## src/rtl/demux1_8_chan.sv

```systemverilog
// demux1_8_chan: registered 1-to-8 channel router with per-channel valid/ready holding registers
module demux1_8_chan #(
  parameter int WIDTH = 64
) (
  input  logic               clk,
  input  logic               reset_n,
  input  logic               in_valid,
  output logic               in_ready,
  input  logic [WIDTH-1:0]   in_data,
  input  logic [2:0]         in_sel,
  input  logic               in_bcast,
  output logic [7:0]         out_valid,
  input  logic [7:0]         out_ready,
  output logic [8*WIDTH-1:0] out_data,
  output logic [15:0]        accept_cnt
);
  logic [7:0] free, load;
  logic       take;
  // a channel draining this cycle can be refilled at the same edge
  assign free     = ~out_valid | out_ready;
  assign in_ready = reset_n & (in_bcast ? &free : free[in_sel]);
  assign take     = in_valid & in_ready;
  assign load     = take ? (in_bcast ? 8'hFF : 8'(1) << in_sel) : 8'h00;
  always_ff @(posedge clk) begin
    if (!reset_n) begin
      out_valid  <= '0;
      out_data   <= '0;
      accept_cnt <= '0;
    end else begin
      out_valid <= load | (out_valid & ~out_ready);
      for (int k = 0; k < 8; k++)
        if (load[k]) out_data[k*WIDTH +: WIDTH] <= in_data;
      if (take) accept_cnt <= accept_cnt + 16'd1;
    end
  end
endmodule

```

## config.mk

```make
export PLATFORM = sky130hd
export DESIGN_NAME = demux1_8_chan
export DESIGN_NICKNAME = d
export VERILOG_FILES = /design/src/rtl/demux1_8_chan.sv
export SDC_FILE = /design/constraint.sdc
export NUM_CORES = 1
export LEC_CHECK = 0
export CAP_MARGIN = 5
export CELL_PAD_IN_SITES_DETAIL_PLACEMENT = 1
export CELL_PAD_IN_SITES_GLOBAL_PLACEMENT = 1
export CORE_AREA = 2 2 242 244
export DETAILED_ROUTE_END_ITERATION = 10
export DIE_AREA = 0 0 244 246
export PLACE_DENSITY = 0.89
export SYNTH_ARGS = -nofsm -noshare
export SYNTH_HDL_FRONTEND = slang
export SYNTH_SLANG_ARGS = --single-unit
```

## constraint.sdc

```tcl
create_clock -name clk -period 4.65 [get_ports clk]
set_input_delay 0.465 -clock clk [delete_from_list [all_inputs] [get_ports clk]]
set_output_delay 0.465 -clock clk [all_outputs]
set_load 0.005 [all_outputs]
```

# Word-level counts from Yosys, hierarchy flattened

Index checks and enable logic that the tools add are counted.

Flip-flop bits (word level): 536
Bits in latches: 0
RAM bits: 0
Bits in read-only memories: 0
Input bits: 79
Output and inout bits: 537
Logic and storage cells: 26
Memories: 0

Add/subtract/negate cells: 1
Multiply operators: 0
Div/mod/pow operators: 0
Magnitude comparators: 1
Equality and inequality tests: 0
Shifts and indexed selects: 1
Multiplexer cells: 5
Bitwise operators: 7
Reductions and logical operators: 1

Operators with widths:

| operator              | number |
|---|---|
| $add 16x1->16 const B | 1 |
| $mux 8                | 2 |
| $not 8->8             | 2 |
| $or 8x8->8            | 2 |
| $and 8x8->8           | 1 |
| $reduce_and 8->1      | 1 |
| $shl 1x3->8 const A   | 1 |
| $lt 3x4->1 const B    | 1 |
| $bmux 1 s3            | 1 |
| $and 1x1->1           | 2 |
| $mux 1                | 2 |

# Logic depth before layout (Yosys ltp)

Gate-level depths: netlist of the first run.

Depth in word-level cells: 9
Mapped depth: 11
Depth with buffers taken out: 6

# Worst setup path after synthesis of the first run

OpenSTA, ideal clock, no wires.

Path type: input port to flip-flop
From: in in_sel[0]
To: reg out_data[364]
Setup time: 74 ps
Data arrival time: 2,048 ps
Slack: 2,527 ps
Cell stages on the path: 11
Path buffers: 5
Cell sequence: buf_2 -> inv_2 -> a311oi_1 -> o211ai_1 -> buf_6 -> a311oi_4 -> buf_6 -> buf_4 -> buf_6 -> nand2_1 -> o21ai_0

Cells in the longest elaborated chain, start to end: 6
Elaborated cells between the ends (all ways): 8

Ends and longest elaborated chain:

| item                          | RTL line | RTL |
|---|---|---|
| start, declared               | 10       | `input logic [2:0] in_sel,` |
| $bmux 1 s3                    | 21       | `assign in_ready = reset_n & (in_bcast ? &free : free[in_sel]);` |
| $mux 1 (implied by the code)  | 21       |  |
| $mux 1                        | 21       |  |
| $and 1x1->1                   | 21       |  |
| $and 1x1->1                   | 22       | `assign take = in_valid & in_ready;` |
| $mux 8 *                      | 23       | `assign load = take ? (in_bcast ? 8'hFF : 8'(1) << in_sel) : 8'h00;` |
| end signal, assigned by index | 32       | `if (load[k]) out_data[k*WIDTH +: WIDTH] <= in_data;` |
| end, declared                 | 14       | `output logic [8*WIDTH-1:0] out_data,` |

Mark *: on every way between the ends. The rest lies on a longest branch, timed or not. The select of a mux whose other input is x is not followed.
A chain may end at the register's enable or synchronous reset.

# Final worst setup path of the first run

From: in in_bcast
To: out in_ready

Cells in the longest elaborated chain, start to end: 2

Ends and longest elaborated chain:

| item            | RTL line | RTL |
|---|---|---|
| start, declared | 11       | `input logic in_bcast,` |
| $mux 1          | 21       |  |
| $and 1x1->1     | 21       |  |
| end, declared   | 8        | `output logic in_ready,` |

Every way passes these cells.

==> results of run 1 <==
[through the flow]
| step | utilization | std cells | cell area, sq um | power, mW |
|---|---|---|---|---|
| after floorplan | - | 2456 | 19300 | 5.69 |
| after global placement | 0.443 | 3612 | 25400 | 6.55 |
| after detailed placement | 0.443 | 3612 | 25400 | 6.60 |
| after CTS | 0.474 | 3709 | 27200 | 11.0 |
| after global routing | 0.474 | 3711 | 27200 | 11.4 |
| final | 0.474 | 3711 | 27200 | 10.9 |
[cell families (layout without fill, tap and decap cells)]
kind of cell               after synthesis  after routing  synth area share
muxes                                   11             11           0.00570
DFF                                    536            536             0.555
buffers and inverters                  256            744            0.0708
adders and majority gates                1              1          0.000647
and+or+nand+nor                       1104           1104             0.220
AOI/OAI and AO/OA                      547            547             0.147
xor gates and xnor gates                 1              1          0.000453
other                                    0              2                 0
[per-layer routing]
layer / vias to the layer above / wire (um) / track usage
met5: - / 0 / 0
met1: 8804 / 28900 / 0.267
met2: 570 / 34600 / 0.398
met4: 0 / 3590 / 0.111
li1: 8722 / - / -
met3: 179 / 5520 / 0.0751
[layout make-up]
cell class	count	area, sq um
multi-input combinational	1664	7310
timing repair buffer	636	6380
inverter	11	41.3
antenna	2	5.00
sequential	536	10700
tap	765	957
clock buffer	80	1600
fill	6716	30200
clock inverter	17	183
[state kept, by name, summed over array words and instances (netlist names)]
signal	cells
out_valid	8
out_data	512
accept_cnt	16
[worst paths after layout]
kind                                endpoint  slack (ps)  depth (start not counted)
setup / recovery                    in_ready         860                          6
hold / removal    out_data[346]$_SDFFE_PN0P_         320                          3
setup reg to reg  out_data[382]$_SDFFE_PN0P_        1300                          8
hold reg to reg   out_data[431]$_SDFFE_PN0P_         450                          2
[layout by cell type (no fill, tap or decap), types with 2 or more instances in the layout]
master           count
nor3_1               4
a311oi_4             4
nor2b_1              7
clkinv_2             9
a31oi_1              4
clkinvlp_4           3
o21ai_0            495
clkdlybuf4s50_1    614
bufinv_16            3
clkbuf_1            13
buf_12               5
clkbuf_8            11
and3_1               2
a21o_1               3
mux2i_1             11
nor2_1              20
dfxtp_1            536
inv_1               10
buf_4               16
nand3_1             12
a31o_2               3
a21oi_1              7
nor4_1               4
o21ai_1             22
nand2b_1             8
diode_2              2
a31oi_4              4
clkbuf_16           56
nand2_1           1038
a311oi_1             2
nand4_1              5
[worst reg2reg max path: cells and delay by family (launching register included)]
kind / cells / cell delay (ps)
AND/OR/NAND/NOR: 4 / 1460
buffers and inverters: 2 / 830
AO/OA/AOI/OAI: 2 / 640
flip-flops: 1 / 310
[report_power, final]
group	leakage (nW)	internal [mW]	switching [mW]
combinational	4.25	0.702	0.740
clock	0.874	2.54	1.86
sequential	4.38	4.91	0.164
==> flow_metrics.tcl, run 1 <==
set metrics [dict create \
    vias 18300 \
    antenna_left 0 \
    yosys.area.top_type "dfxtp_1" \
    async_flop_share 0 \
    io_buffer_count 615 \
    netlist_top_cells_count "nand2_1, dfxtp_1, o21ai_0, clkbuf_1, buf_2" \
    fin_hold_ws_ps 317 \
    core-area_sq_um 57400 \
    crit_required_ps 4180 \
    synthesis.nets 2536 \
    ir_drop_mv 0.263 \
    setup_ws_ps 864 \
    ios 616 \
    grt_antenna_before_repair 2 \
    clockBufferDepth 3 \
    die_h_um 246 \
    cts-root-buf "clkbuf_16" \
    path_cells "clkdlybuf4s50_1 -> nand2_1 -> nor4_1 -> nand3_1 -> nand3_1 -> clkdlybuf4s50_1" \
    tightest_slew_ps 1080 \
    hold_buffers 0 \
    cpPeakStageDelay_ps 750 \
    std_cell_rows 88 \
    via_per_inst 4.92 \
    cp.arrival_ps 3320 \
    fin_crit_sh 0.814 \
    period_needed_ps 3790 \
    cts_buffers 55 \
    path_buf_inv 2 \
    netlist.area_leader.share 0.555 \
    place_congestion 0.798 \
    yosysMostFrequentCell "nand2_1" \
    synth_area_sq_um 19300 \
    grt_max_degree 217 \
    synth_warnings 0 \
    synth_ff_type "dfxtp_1" \
    startpoint_type "input port" \
    max-slew-margin-rel 0.278 \
    clkLatencyLatePin_ps 610 \
    start_util 0.337 \
    seq_area_frac_synth 0.555 \
    powerDensity_nw_per_um2 401 \
    rsz0062_at_grt "no" \
    crit_start "in_bcast" \
    min_from "reset_n" \
    cts_resized 0 \
    cp_slowest_cell "nand3_1" \
    chipWidth_um 244 \
    synth_top_cells_by_area "dfxtp_1, nand2_1, o21ai_0" \
    crit_type "in -> out" \
    maxCapViolCount 0 \
    hold_class "in -> reg" \
    htreeDepth 2 \
    grt-ovfl-total 0 \
    drt-pass1-iter-count 5 \
    final_layout_size_suffix_gt1_frac 0.0408 \
    finalWirelength_um 72600 \
    rr_startpoint "out_valid[7]$_SDFF_PN0_" \
    clock.fmax_mhz 264 \
    die_area_sq_um 60000 \
    cp_top_family "simple AND/OR/NAND/NOR gates" \
    dp_slack_ps 648 \
    drc 0 \
    hpwl_um 48800 \
    hold_violations 0 \
    synth_edf_count 0 \
    finalNetCount 2984 \
    cts.sinks 536 \
    worstPathMaxFanout 11 \
    cts_tree "built" \
    synth_area_per_cell_sq_um 7.87 \
    finClkSkew_ps 28.9 \
    grt_pass1_wl_um 111000 \
    grt_pass1_vias 18800 \
    finalSetupTns_ps 0 \
    syn-instance-count 2456 \
    cts.clk_slew.worst_paths_ps 60 \
    area_delta_synth_final_pct 40.8 \
    finalSetupViolCount 0 \
    ys_types 36 \
    status "finished, final reports clean" \
    detail_route.iter0.violations 790 \
    power_leakage_nw 9.51 \
    wl_per_cell_um 19.6 \
    grtUsageTotal 0.235 \
    slew_viol_final 0 \
    ys_ff_latch 536 \
    crit_path_end_kind "output pin" \
    cts_setup_buffers 0 \
]
No activity file was read; power rests on OpenSTA's default activity.
==> run 2: changes to the inputs <==
- CORE_AREA: 2 2 242 244 -> unset
- CORE_MARGIN: unset -> 1
- CORE_UTILIZATION: unset -> 33
- DIE_AREA: 0 0 244 246 -> unset
- PLACE_DENSITY: 0.89 -> 0.88
- clock period: 4.65 -> 3.85 ns (I/O delays scaled with it)
==> run 2 against run 1 <==
  * Register-to-register slack got worse by 260 ps
  * Combinational power is 22% higher
  * Core utilization shrank 0.056 points
  * Critical path depth decreased by 1
  * Global-route usage about the same
  * Clock power increased by 25%
  * Non-clock buffer count up 2
  * Count of clock-buffer cells in the layout is 4 higher
  * Power is 23% higher
  * Sequential share of layout area fell by 0.25 points
  * Critical path type is now reg -> out
  * Largest cell class unchanged
==> flow_metrics.tcl, run 2 (synthesis gave the netlist of run 1 again) <==
set metrics [dict create \
    htreeDepth 2 \
    crit_type "reg -> out" \
    antenna_left 0 \
    maxCapViolCount 0 \
    via_per_inst 4.96 \
    cts.sinks 536 \
    status "finished, final reports clean" \
    largest_reg_flops 512 \
    cts_resized 0 \
    hpwl_um 48100 \
    r2r_setup_slack_ps 1040 \
    drc 0 \
    finalWirelength_um 72800 \
    grt_max_degree 218 \
    place_congestion 0.818 \
    finalNetCount 2988 \
    hold_violations 0 \
    grt_pass1_wl_um 110000 \
    clkLatencyLatePin_ps 610 \
    dp_cells 3614 \
    start_util 0.334 \
    rr_startpoint "out_valid[3]$_SDFF_PN0_" \
    area_delta_synth_final_pct 41.7 \
    power_leakage_nw 9.59 \
    tightest_slew_ps 1230 \
    cts_buffers 57 \
    finalSetupTns_ps 0 \
    finish.utilization 0.474 \
    slew_viol_final 0 \
    final_common_cell "nand2_1" \
    hold_class "in -> reg" \
    chipWidth_um 244 \
    rsz0062_at_grt "no" \
    fillCellCount 6807 \
    vias 18500 \
    crit_path_end_kind "output pin" \
    clockBufferDepth 3 \
    dp_slack_ps 419 \
    ir_drop_mv 0.307 \
    clock.fmax_mhz 284 \
    path_cells "nor2b_1 -> mux2i_1 -> o21ai_2 -> nand3_1 -> clkdlybuf4s50_1" \
    powerDensity_nw_per_um2 489 \
    detail_route.iter0.violations 936 \
    core-area_sq_um 57800 \
    finalSetupViolCount 0 \
    cp_top_family "compound AO/OA/AOI/OAI gates" \
    largestRegisters "out_data x512, accept_cnt x16, out_valid x8" \
    setup_ws_ps 331 \
    cts_tree "built" \
    startpoint_type "register" \
    crit_start "out_valid[3]$_SDFF_PN0_" \
    top_register "out_data" \
    worstPathMaxFanout 11 \
    r2r_cells 7 \
    fin_cells 3718 \
    hold_buffers 0 \
    max-slew-margin-rel 0.180 \
    cp.arrival_ps 3130 \
    finClkSkew_ps 27.7 \
    cts_setup_buffers 0 \
    ios 616 \
    grt_pass1_vias 18800 \
    die_area_sq_um 59500 \
    cp_slowest_cell "o21ai_2" \
    period_needed_ps 3520 \
    grtUsageTotal 0.235 \
    final_cell_mix "nand2_1, clkdlybuf4s50_1, dfxtp_1" \
    cts-root-buf "clkbuf_16" \
    cp.depth 5 \
    cts.clk_slew.worst_paths_ps 60 \
    io_buffer_count 615 \
    final_layout_size_suffix_gt1_frac 0.0434 \
    drt-pass1-iter-count 5 \
    die_h_um 244 \
    cpPeakStageDelay_ps 790 \
    crit_required_ps 3460 \
    path_buf_inv 1 \
    grt_antenna_before_repair 1 \
    grt-ovfl-total 0 \
    reg2reg_to "accept_cnt[11]$_SDFFE_PN0P_" \
    wl_per_cell_um 19.6 \
    fin_crit_sh 0.914 \
    std_cell_rows 88 \
    critPathCapture "in_ready" \
]
[run 2: cell types whose count changed in the layout (fill, tap and decap cells not counted)]
cell,change
clkinvlp_4,-1
clkbuf_16,+3
clkinv_8,-1
buf_4,-4
clkbuf_8,+1
diode_2,-1
clkinv_2,+3
buf_12,+6
clkinv_4,+1
[run 2: how the worst min path moves through the flow]
| stage | cells past startpoint | start | slack [ps] | endpoint |
|---|---|---|---|---|
| floorplan | 2 | out_data[300]$_SDFFE_PN0P_ | 440 | out_data[300]$_SDFFE_PN0P_ |
| detailed placement | 2 | out_data[434]$_SDFFE_PN0P_ | 440 | out_data[434]$_SDFFE_PN0P_ |
| global placement | 2 | out_data[302]$_SDFFE_PN0P_ | 440 | out_data[302]$_SDFFE_PN0P_ |
| CTS | 3 | reset_n | 150 | out_data[205]$_SDFFE_PN0P_ |
| finish | 3 | reset_n | 190 | out_data[280]$_SDFFE_PN0P_ |
| global route | 3 | reset_n | 170 | out_data[280]$_SDFFE_PN0P_ |
[run 2: power breakdown]
part / internal, mW / leakage, nW / switching [mW] / total, mW
clock: 3.22 / 0.927 / 2.29 / 5.52
sequential: 5.93 / 4.38 / 0.203 / 6.13
combinational: 0.859 / 4.28 / 0.892 / 1.75
[run 2: final cells by class]
class | instances | area, sq um | area share
antenna | 1 | 2.50 | 0.0000914
tap | 765 | 957 | 0.0349
sequential | 536 | 10700 | 0.392
multi-input combinational | 1664 | 7310 | 0.267
timing repair buffer | 638 | 6470 | 0.236
inverter | 11 | 41.3 | 0.00151
clock buffer | 84 | 1690 | 0.0617
clock inverter | 19 | 183 | 0.00667
[run 2: metal layers]
metal / track usage / vias to the layer above / wire (um)
met2: 0.404 / 592 / 35000
met4: 0.124 / 0 / 3760
li1: - / 8741 / -
met1: 0.261 / 8932 / 28600
met3: 0.0690 / 189 / 5390
met5: 0 / - / 0
[run 2: metrics by stage]
stage	total power, mW	hold slack, ps	cell area [sq um]
2_1_floorplan	6.87	445	19300
3_3_place_gp	7.91	436	25500
3_5_place_dp	7.98	443	25500
4_1_cts	13.5	147	27400
5_1_grt	13.9	173	27400
6_report	13.4	193	27400
[run 2: worst min-delay path, cell delays in order]
cell and delay [ps]:
buf_8 180, nand2_1 100, o21ai_0 60
==> run 3: changes to the inputs <==
- CORE_AREA: unset -> 2 2 242 244
- CORE_MARGIN: 1 -> unset
- CORE_UTILIZATION: 33 -> unset
- DIE_AREA: unset -> 0 0 244 246
- GPL_TIMING_DRIVEN: unset -> 1
- PLACE_DENSITY: 0.88 -> 0.89
- clock period: 3.85 -> 4.2 ns (I/O delays scaled with it)
==> run 3 against run 2 <==
  * Flip-flop and latch count is the same
  * Count of clock-buffer cells in the layout increased by 1
  * Final cell count barely moved
  * Wire length is 1.8% higher
  * Largest cell class unchanged
  * Sequential share of layout area hardly changed
  * Clock power down 7.1%
  * Core utilization rose by 0.39 points
  * Power fell by 7.8%
  * Non-clock buffer count did not move
  * Critical path depth increased by 1
  * Hold slack gained 41 ps
  * Register-to-register slack improved by 130 ps
==> flow_metrics.tcl, run 3 (synthesis gave the netlist of run 1 again) <==
set metrics [dict create \
    finalWirelength_um 74100 \
    min_from "reset_n" \
    grt.busiest_layer "met2" \
    max-slew-margin-rel 0.280 \
    via_per_inst 4.97 \
    die_h_um 246 \
    finClkSkew_ps 13.0 \
    finalSetupViolCount 0 \
    dp_slack_ps 612 \
    clockBufferDepth 3 \
    maxCapViolCount 0 \
    crit_type "in -> out" \
    crit_required_ps 3780 \
    start_util 0.337 \
    grt_pass1_vias 18800 \
    grtUsageTotal 0.237 \
    crit_start "in_sel[1]" \
    slew_viol_final 0 \
    status "finished, final reports clean" \
    detail_route.iter0.violations 878 \
    worstPathMaxFanout 11 \
    power_leakage_nw 9.61 \
    final-seq-area_sq_um 10700 \
    cts-root-buf "clkbuf_16" \
    cts_buffers 56 \
    cts.clk_slew.worst_paths_ps 60 \
    cts_setup_buffers 0 \
    r2r_setup_slack_ps 1170 \
    period_needed_ps 3410 \
    grtUsageMet1 0.274 \
    place_congestion 0.826 \
    grt-ovfl-total 0 \
    wl_per_cell_um 19.9 \
    holdPathEnd "out_data[218]$_SDFFE_PN0P_" \
    cts_tree "built" \
    grt_max_degree 205 \
    rr_startpoint "out_valid[4]$_SDFF_PN0_" \
    fin_crit_sh 0.813 \
    cts_resized 0 \
    largestRegisters "out_data x512, accept_cnt x16, out_valid x8" \
    cts.sinks 536 \
    grt_antenna_before_repair 4 \
    hold_buffers 0 \
    chipWidth_um 244 \
    die_area_sq_um 60000 \
    p_total_mw 12.4 \
    finalNetCount 2987 \
    final_layout_size_suffix_gt1_frac 0.0441 \
    cp.arrival_ps 2990 \
    hold_class "in -> reg" \
    powerDensity_nw_per_um2 451 \
    ir_drop_mv 0.308 \
    fin_hold_ws_ps 234 \
    top_register "out_data" \
    final_cell_mix "nand2_1, clkdlybuf4s50_1, dfxtp_1" \
    drc 0 \
    rsz0062_at_grt "no" \
    multiInputGateArea_sq_um 7310 \
    final_common_cell "nand2_1" \
    grt_pass1_wl_um 112000 \
    hpwl_um 49300 \
    reg2reg_to "out_data[170]$_SDFFE_PN0P_" \
    vias 18500 \
    met3_usage 0.0715 \
    hold_depth 3 \
    drt-pass1-iter-count 5 \
    antenna_left 0 \
    clock.fmax_mhz 293 \
    fillCellCount 6799 \
    htreeDepth 2 \
    grtUsageMet2 0.402 \
    std_cell_rows 88 \
    hold_violations 0 \
    finalSetupTns_ps 0 \
    area_delta_synth_final_pct 41.8 \
    r2r_cells 8 \
    ios 616 \
    setup_ws_ps 787 \
    fin_cells 3717 \
    tightest_slew_ps 1080 \
    largest_reg_flops 512 \
    dp_cells 3614 \
    startpoint_type "input port" \
    crit_path_end_kind "output pin" \
    core-area_sq_um 57400 \
    clkLatencyLatePin_ps 590 \
    io_buffer_count 615 \
]
[run 3: cell types whose count changed in the layout (fill, tap and decap cells not counted), sizes merged]
| cell | change |
|---|---|
| clkbuf | +1 |
| clkinvlp | -1 |
| bufinv | +1 |
| clkinv | -2 |
[run 3: critical path, cell delays in order]
cell	delay, ps
clkdlybuf4s50_1	690
inv_1	170
mux2i_1	160
o21ai_2	790
nand3_1	200
clkdlybuf4s50_1	560
[run 3: cell type report]
type	instances	share of cell area
tap	765	0.0349
inverter	11	0.00151
antenna	1	0.0000913
sequential	536	0.392
clock inverter	17	0.00726
clock buffer	85	0.0625
multi-input combinational	1664	0.267
timing repair buffer	638	0.235
[run 3: power breakdown]
| part | internal [mW] | switching, mW | total (mW) |
|---|---|---|---|
| combinational | 0.785 | 0.829 | 1.61 |
| sequential | 5.43 | 0.182 | 5.61 |
| clock | 3.04 | 2.09 | 5.13 |
| total | 9.26 | 3.10 | 12.4 |
[run 3: metrics by stage]
step	instance area [sq um]	utilization
after floorplan	19300	-
after global placement	25500	0.444
after detailed placement	25500	0.444
after CTS	27400	0.478
after global routing	27400	0.478
final	27400	0.478
[run 3: worst max path at each step]
stage,cells after the start,end
CTS,5,in_ready
global placement,8,out_data[506]$_SDFFE_PN0P_
global route,5,in_ready
detailed placement,8,out_data[174]$_SDFFE_PN0P_
finish,6,in_ready
floorplan,11,out_data[364]$_SDFFE_PN0P_
[run 3: metal layers]
metal  up-vias  share of wire
met5         -        0.00059
met3       194          0.077
met2       594           0.48
met4         6          0.048
met1      8925           0.40
li1       8742              -
